[config.mk]
export PLATFORM = sky130hd
export DESIGN_NAME = alu_interface
export DESIGN_NICKNAME = d
export VERILOG_FILES = /design/src/rtl/alu_interface.sv
export SDC_FILE = /design/constraint.sdc
export NUM_CORES = 1
export LEC_CHECK = 0
export CAP_MARGIN = 20
export CORE_MARGIN = 2
export CORE_UTILIZATION = 30
export DETAILED_ROUTE_END_ITERATION = 7
export PLACE_DENSITY = 0.52
export RECOVER_POWER = 25
export SLEW_MARGIN = 20
export SYNTH_ARGS = -nofsm -noshare
export SYNTH_HDL_FRONTEND = slang
export SYNTH_SLANG_ARGS = --single-unit
[constraint.sdc]
create_clock -name clk -period 2.6 [get_ports clk]
set_input_delay 0.52 -clock clk [delete_from_list [all_inputs] [get_ports clk]]
set_output_delay 0.52 -clock clk [all_outputs]
set_load 0.02 [all_outputs]
[src/rtl/alu_interface.sv]
// Byte-serial front end for a combinational ALU: collects A, B and opcode from a
// UART receiver, then hands the ALU result to the UART transmitter.
module alu_interface #(
  parameter int BUS_LEN    = 8,
  parameter int OPCODE_LEN = 6,
  parameter int TIMEOUT    = 1000000
) (
  input  logic                  clk,
  input  logic                  rst_n,
  input  logic [BUS_LEN-1:0]    rx_data,
  input  logic                  rx_done,
  input  logic [BUS_LEN-1:0]    alu_result,
  input  logic                  tx_done,
  output logic [BUS_LEN-1:0]    A,
  output logic [BUS_LEN-1:0]    B,
  output logic [OPCODE_LEN-1:0] opcode,
  output logic [BUS_LEN-1:0]    tx_data,
  output logic                  tx_start,
  output logic                  busy
);

  localparam int CNT_W = $clog2(TIMEOUT);
  localparam logic [CNT_W-1:0] CNT_LAST = CNT_W'(TIMEOUT - 1);

  typedef enum logic [2:0] {
    WAIT_A,
    WAIT_B,
    WAIT_OP,
    SEND,
    WAIT_TX
  } state_t;

  state_t                  state_reg, state_next;
  logic [CNT_W-1:0]        cnt_reg, cnt_next;
  logic [BUS_LEN-1:0]      a_reg, b_reg, tx_data_reg;
  logic [OPCODE_LEN-1:0]   opcode_reg;
  logic                    tx_start_reg, tx_start_next;
  logic                    run_reg;
  logic                    load_a, load_b, load_op, load_tx;

  // Reset is asserted asynchronously but released through this flop, so the
  // FSM cannot move before the second rising edge after rst_n goes high.
  always_ff @(posedge clk or negedge rst_n) begin
    if (!rst_n) begin
      run_reg <= 1'b0;
    end else begin
      run_reg <= 1'b1;
    end
  end

  always_ff @(posedge clk or negedge rst_n) begin
    if (!rst_n) begin
      state_reg <= WAIT_A;
      cnt_reg   <= '0;
    end else begin
      state_reg <= state_next;
      cnt_reg   <= cnt_next;
    end
  end

  // Counter restarts whenever a byte arrives or the state changes, so it
  // measures idle time between bytes of one frame.
  always_comb begin
    state_next    = state_reg;
    cnt_next      = '0;
    load_a        = 1'b0;
    load_b        = 1'b0;
    load_op       = 1'b0;
    load_tx       = 1'b0;
    tx_start_next = 1'b0;
    if (run_reg) begin
      case (state_reg)
        WAIT_A: begin
          if (rx_done) begin
            load_a     = 1'b1;
            state_next = WAIT_B;
          end
        end
        WAIT_B: begin
          if (rx_done) begin
            load_b     = 1'b1;
            state_next = WAIT_OP;
          end else if (cnt_reg == CNT_LAST) begin
            state_next = WAIT_A;
          end else begin
            cnt_next = cnt_reg + CNT_W'(1);
          end
        end
        WAIT_OP: begin
          if (rx_done) begin
            load_op    = 1'b1;
            state_next = SEND;
          end else if (cnt_reg == CNT_LAST) begin
            state_next = WAIT_A;
          end else begin
            cnt_next = cnt_reg + CNT_W'(1);
          end
        end
        SEND: begin
          load_tx       = 1'b1;
          tx_start_next = 1'b1;
          state_next    = WAIT_TX;
        end
        WAIT_TX: begin
          if (tx_done) begin
            state_next = WAIT_A;
          end
        end
        default: begin
          state_next = WAIT_A;
        end
      endcase
    end
  end

  always_ff @(posedge clk or negedge rst_n) begin
    if (!rst_n) begin
      a_reg        <= '0;
      b_reg        <= '0;
      opcode_reg   <= '0;
      tx_data_reg  <= '0;
      tx_start_reg <= 1'b0;
    end else begin
      if (load_a) begin
        a_reg <= rx_data;
      end
      if (load_b) begin
        b_reg <= rx_data;
      end
      if (load_op) begin
        opcode_reg <= rx_data[OPCODE_LEN-1:0];
      end
      // SEND follows the opcode load by one edge, so the ALU output is settled.
      if (load_tx) begin
        tx_data_reg <= alu_result;
      end
      tx_start_reg <= tx_start_next;
    end
  end

  assign A        = a_reg;
  assign B        = b_reg;
  assign opcode   = opcode_reg;
  assign tx_data  = tx_data_reg;
  assign tx_start = tx_start_reg;
  assign busy     = (state_reg == SEND) || (state_reg == WAIT_TX);

endmodule
==> flow_summary.json, run 1 <==
{
  "start_util_pct": 30.94,
  "slew_viol_final": 40,
  "r2r_end": "cnt_reg[18]",
  "gr-total-overflow": 0,
  "cp_top_family": "buffers and inverters",
  "hp-class": "reg -> reg",
  "slowest_delay_ns": 0.64,
  "ys_ff_latch": 55,
  "synth_mux_area_share_pct": 14.13,
  "ys_seq_area_share_pct": 57.56,
  "fin_setup_tns_ns": 0,
  "synth_nets": 227,
  "synth_edf_count": 0,
  "largest_reg_flops": 20,
  "min_period_over_period_pct": 93.71,
  "stdcell_count": 364,
  "multiInputGateArea_um2": 948.4,
  "cts_root_buf": "clkbuf_8",
  "tightest_slew_ns": 2.088,
  "crit_cells": 3,
  "synth_compound_area_share_pct": 5.861,
  "final_antenna_net_count": 0,
  "rrSetupSlack_ns": 0.41,
  "synth_top_family_by_area": "simple AND/OR/NAND/NOR gates",
  "synth_flop_cell": "dfrtp_1",
  "vias": 1681,
  "relSlewSlack_pct": -39.19,
  "utilization_pct": 40.61,
  "area_growth_pct": 31.24,
  "gp_congestion": 0.8182,
  "yosys.area.top_type_share_pct": 57.56,
  "synthXorXnorAreaFrac_pct": 4.029,
  "fin_nets": 283,
  "worstPathCellList": "or3_1 > o21ai_0 > clkdlybuf4s50_1",
  "synthesis.area_mm2": 0.002391,
  "io_pins": 52,
  "r2r_start": "cnt_reg[0]",
  "route.detailed.drc": 0,
  "hold_viol": 0,
  "fin_crit_ns": 2.437,
  "path_max_fanout": 11,
  "hold-path-endpoint": "B[2]",
  "setup_ws_ns": 0.1634,
  "drt_iter0_drc": 42,
  "postLayoutCellArea_mm2": 0.003138,
  "dp_hpwl_um": 3283,
  "synth-simple-area-share_pct": 14.97,
  "syn_inst": 206,
  "grt_pass1_wl_um": 8073,
  "synthTopCellsByArea": "dfrtp_1 58%, mux2_1 8.0%, mux2_2 6.1%, xnor2_1 2.9%, nor2_1 2.5%",
  "tritoncts.num_buffers": 5,
  "post-place-ws_ns": 0.2266,
  "clock-skew-final_ns": 0.004357,
  "critPathLaunchType": "register",
  "async_flop_share_pct": 100.0,
  "required_ns": 2.08,
  "placed_cells": 357,
  "h-tree-depth": 2,
  "cts_resized": 0,
  "wl_per_cell_um": 12.63,
  "vias_per_cell": 4.618,
  "grt_pass1_vias": 1674,
  "fmax_ghz": 0.4104,
  "track_usage_pct": 11.64,
  "drive_gt1_share_pct": 10.69,
  "p_per_area_mw_per_mm2": 956.3,
  "whs_path_depth": 1,
  "cp-end-kind": "output port",
  "cts_sinks": 55,
  "worstPathBufferInverterCount": 1,
  "yosysUniqueCellTypes": 36,
  "core_mm2": 0.007727,
  "die_y_um": 93.28,
  "yosys.area.top_type": "dfrtp_1",
  "clk_pin_slew_ns": 0.09,
  "antenna_found_initial": 0,
  "cp_slowest_cell": "clkdlybuf4s50_1",
  "min_from": "B[2]",
  "holdBufCountCts": 0,
  "portBuffers": 51,
  "drt_wl_total_um": 4598,
  "yosysWarningCount": 0,
  "num_rows": 32,
  "die_w_um": 93.28,
  "status": "finished, violations left",
  "seq_area_mm2": 0.001376,
  "violations": "capacitance limit, slew limit",
  "cts_setup_buffers": 0,
  "arrival_ns": 1.92,
  "num_antenna_cells": 0,
  "maxCapViolCount": 1,
  "fill_cells": 745,
  "ff2ff_path_depth": 5,
  "grt_max_degree": 40,
  "setup_viol": 0,
  "syn_area_per_cell_um2": 11.61,
  "clk_latency_ns": 0.31,
  "synthAdderAreaFrac_pct": 0.5233,
  "dieArea_mm2": 0.008700,
  "drt_pre_antenna_iters": 4,
  "cts_tree": "yes",
  "dpl_cell_area_mm2": 0.003033,
  "total_leakage_power_nw": 1.245,
  "ir_drop_mv": 0.2245,
  "worst-setup-path-type": "reg -> out",
  "cts_buffer_depth": 2,
  "rsz0062_at_grt": "false"
}
==> worst max-delay path by stage <==
stage | endpoint | slack, ns | start
4_1_cts | busy | 0.14 | state_reg[1]
5_1_grt | busy | 0.06 | state_reg[1]
2_1_floorplan | cnt_reg[18] | 0.60 | cnt_reg[0]
6_report | busy | 0.16 | state_reg[1]
3_5_place_dp | opcode[2] | 0.23 | rx_done
3_3_place_gp | opcode[1] | 0.29 | rx_done
==> Yosys cell counts, drive strengths merged (2+ instances only) <==
master	n
nor3	7
xnor2	8
buf	2
clkbuf	5
nor4	2
nor2	16
o21ai	8
dfrtp	55
nand4	2
xor2	3
o31ai	3
nand3	10
or3	7
nand2b	2
inv	10
nand2	11
mux2	30
a21oi	9
or4	4
==> cells by family (layout without fill, tap and decap cells) <==
| group | Yosys count | in the layout |
|---|---|---|
| AOI/OAI and AO/OA | 24 | 24 |
| xor gates and xnor gates | 11 | 11 |
| adders and majority gates | 1 | 1 |
| buffers and inverters | 17 | 73 |
| DFF | 55 | 55 |
| muxes | 30 | 30 |
| other | 1 | 1 |
| and+or+nand+nor | 67 | 67 |
==> worst reg2reg max path, delay by kind of cell, from the launching register on <==
family	cells	cell delay (ns)
AND/OR/NAND/NOR	3	1.31
flip-flops	1	0.42
adder cells (fa/ha/maj)	1	0.25
AO/OA/AOI/OAI	1	0.15
==> power breakdown <==
group          total, W  switching, W  internal, W
combinational   0.00118      0.000559     0.000626
clock          0.000554      0.000272     0.000282
sequential      0.00126      0.000155      0.00111
total           0.00300      0.000986      0.00202
==> per-stage QoR <==
stage          hold slack [ns]  power [W]
2_1_floorplan           0.2244   0.001872
3_3_place_gp            0.4666   0.002476
3_5_place_dp            0.4768   0.002492
4_1_cts                 0.3576   0.003049
5_1_grt                 0.5183   0.003198
6_report                0.4934   0.003001
==> placed cells by master, fill, tap and decap left out, types with 2 or more instances in the layout <==
cell / instances
nand3_1: 9
inv_1: 9
mux2_2: 13
nand2_1: 11
nand2b_1: 2
o21ai_1: 5
nor2_1: 16
or4_1: 4
or3_1: 7
xnor2_1: 8
mux2_1: 17
xor2_1: 3
clkdlybuf4s50_1: 50
clkbuf_8: 5
nor3_1: 6
o31ai_1: 3
a21oi_1: 9
nor4_1: 2
buf_4: 5
nand4_1: 2
dfrtp_1: 55
o21ai_0: 3
==> final cells by class <==
class,count,share of cell area (%)
Clock inverter,2,1.196
Timing Repair Buffer,56,17.26
Clock buffer,5,2.193
Sequential cell,55,43.86
Multi-Input combinational cell,134,30.22
Tap cell,102,4.067
Inverter,10,1.196
==> metal layers <==
metal	wire length [um]	vias up	track usage (%)
met5	0	-	0
met3	341	5	3.787
li1	-	831	-
met1	2229	802	15.86
met2	1979	43	17.69
met4	48	0	3.431
(Power assumes the default switching activity.)
==> run 2, diff against run 1 <==
GPL_ROUTABILITY_DRIVEN = 1   (was default)
==> results of run 2 <==
Final layout, timing and power as in run 1 (identical DEF).
==> run 3, diff against run 2 <==
--- a/config.mk
+++ b/config.mk
@@ -6,7 +6,9 @@
 export NUM_CORES = 1
 export LEC_CHECK = 0
+export ABC_CLOCK_PERIOD_IN_PS = 2600
 export CAP_MARGIN = 20
 export CORE_MARGIN = 2
 export CORE_UTILIZATION = 30
+export CTS_CLUSTER_DIAMETER = 40
 export DETAILED_ROUTE_END_ITERATION = 7
 export GPL_ROUTABILITY_DRIVEN = 1
==> constraint.sdc (replaced) <==
create_clock -name clk -period 2.6 [get_ports clk]
set_input_delay 0.39 -clock clk [delete_from_list [all_inputs] [get_ports clk]]
set_output_delay 0.39 -clock clk [all_outputs]
set_load 0.02 [all_outputs]
==> flow_summary.json, run 3 (synthesis results as in run 1) <==
{
  "die_w_um": 93.28,
  "total_leakage_power_nw": 1.245,
  "arrival_ns": 1.91,
  "hp-class": "reg -> reg",
  "dp_hpwl_um": 3381,
  "cts_root_buf": "clkbuf_8",
  "clk_pin_slew_ns": 0.09,
  "path_max_fanout": 11,
  "num_rows": 32,
  "grt_pass1_wl_um": 7797,
  "fin_crit_ns": 2.298,
  "drive_gt1_share_pct": 10.98,
  "dieArea_mm2": 0.008700,
  "grt_max_degree": 22,
  "relSlewSlack_pct": 48.26,
  "ir_drop_mv": 0.2299,
  "grt_pass1_vias": 1602,
  "antenna_found_initial": 0,
  "clk_latency_ns": 0.31,
  "layout_common_cells": "55 x dfrtp_1, 50 x clkdlybuf4s50_1, 17 x mux2_1",
  "io_pins": 52,
  "portBuffers": 51,
  "final_antenna_net_count": 0,
  "route.detailed.drc": 0,
  "vias_per_cell": 4.667,
  "min_period_over_period_pct": 88.38,
  "power.total_w": 0.002946,
  "cts_sinks": 55,
  "cts_resized": 0,
  "wl_per_cell_um": 12.77,
  "status": "finished, final reports clean",
  "num_antenna_cells": 0,
  "cp-end-kind": "output port",
  "worst-setup-path-type": "reg -> out",
  "cts_buffer_depth": 2,
  "start_util_pct": 30.94,
  "tightest_slew_ns": 0.7761,
  "fmax_ghz": 0.4352,
  "hold_ws_ns": 0.4899,
  "largest_reg_flops": 20,
  "setup_viol": 0,
  "maxCapViolCount": 0,
  "fill_cells": 750,
  "track_usage_pct": 11.39,
  "drt_pre_antenna_iters": 4,
  "rsz0062_at_grt": "false",
  "hold_viol": 0,
  "fin_setup_tns_ns": 0,
  "gr-total-overflow": 0,
  "die_y_um": 93.28,
  "tritoncts.num_buffers": 5,
  "slew_viol_final": 0,
  "clock-skew-final_ns": 0.009066,
  "drt_iter0_drc": 50,
  "core_mm2": 0.007727,
  "layout_commonest_cell": "dfrtp_1",
  "p_per_area_mw_per_mm2": 939.7,
  "vias": 1708,
  "gp_congestion": 0.8505,
  "required_ns": 2.21,
  "cts_tree": "yes",
  "h-tree-depth": 2,
  "area_growth_pct": 31.14,
  "drt_wl_total_um": 4673,
  "fin_nets": 284,
  "critPathLaunchType": "register"
}
-- run 3: worst paths after layout --
path / from / endpoint / slack, ns / depth (start not counted)
worst max-delay path: state_reg[0] / busy / 0.30 / 3
worst min-delay path: A[7] / A[7] / 0.49 / 1
worst max register to register: cnt_reg[0] / cnt_reg[18] / 0.41 / 5
worst min register to register: A[7] / A[7] / 0.49 / 1
max in group asynchronous: rst_n / cnt_reg[12] / 0.94 / 3
min in group asynchronous: rst_n / A[3] / 0.65 / 2
-- run 3: worst max-delay path, stage by stage (launching register included) --
cell	delay, ns
dfrtp_1	0.50
or3_1	0.40
o21ai_0	0.07
clkdlybuf4s50_1	0.64
-- run 3: power by group --
group	total, W	switching [W]	internal (W)
Combinational	0.00119	0.000560	0.000626
Clock	0.000500	0.000282	0.000218
Sequential	0.00126	0.000153	0.00111
Total	0.00295	0.000995	0.00195
-- run 3: repair_timing --
item / CTS / global route
hold buffers: 1 / 0
setup endpoints to repair: 0 / 0
buffers inserted: 0 / 0
endpoints found under the hold margin: 13 / 0
-- run 3: per-stage QoR --
| step | instances | setup WS [ns] | cell area, um2 | util [%] |
|---|---|---|---|---|
| floorplan | 206 | 0.6034 | 2391 | - |
| global placement | 357 | 0.4123 | 3033 | 39.25 |
| detailed placement | 357 | 0.3819 | 3033 | 39.25 |
| CTS | 366 | 0.2820 | 3142 | 40.66 |
| global route | 366 | 0.2272 | 3136 | 40.58 |
| finish | 366 | 0.3021 | 3136 | 40.58 |
-- run 3: layout make-up --
cell class,instances,area [um2],area share (%)
flip-flops and latches,55,1376,43.89
multi-input cells,134,948.4,30.25
repair buffers,57,546.8,17.44
well taps,102,127.6,4.070
clock buffers,6,82.58,2.634
inverters,10,37.54,1.197
clock inverters,2,16.27,0.5188
-- run 3: metal layers --
layer | global-route usage, % | up-vias | share of wire (%)
met3 | 3.384 | 6 | 6.8
met4 | 3.309 | 0 | 1.2
met2 | 17.93 | 50 | 41
li1 | - | 835 | -
met1 | 15.21 | 817 | 51
met5 | 0 | - | 0
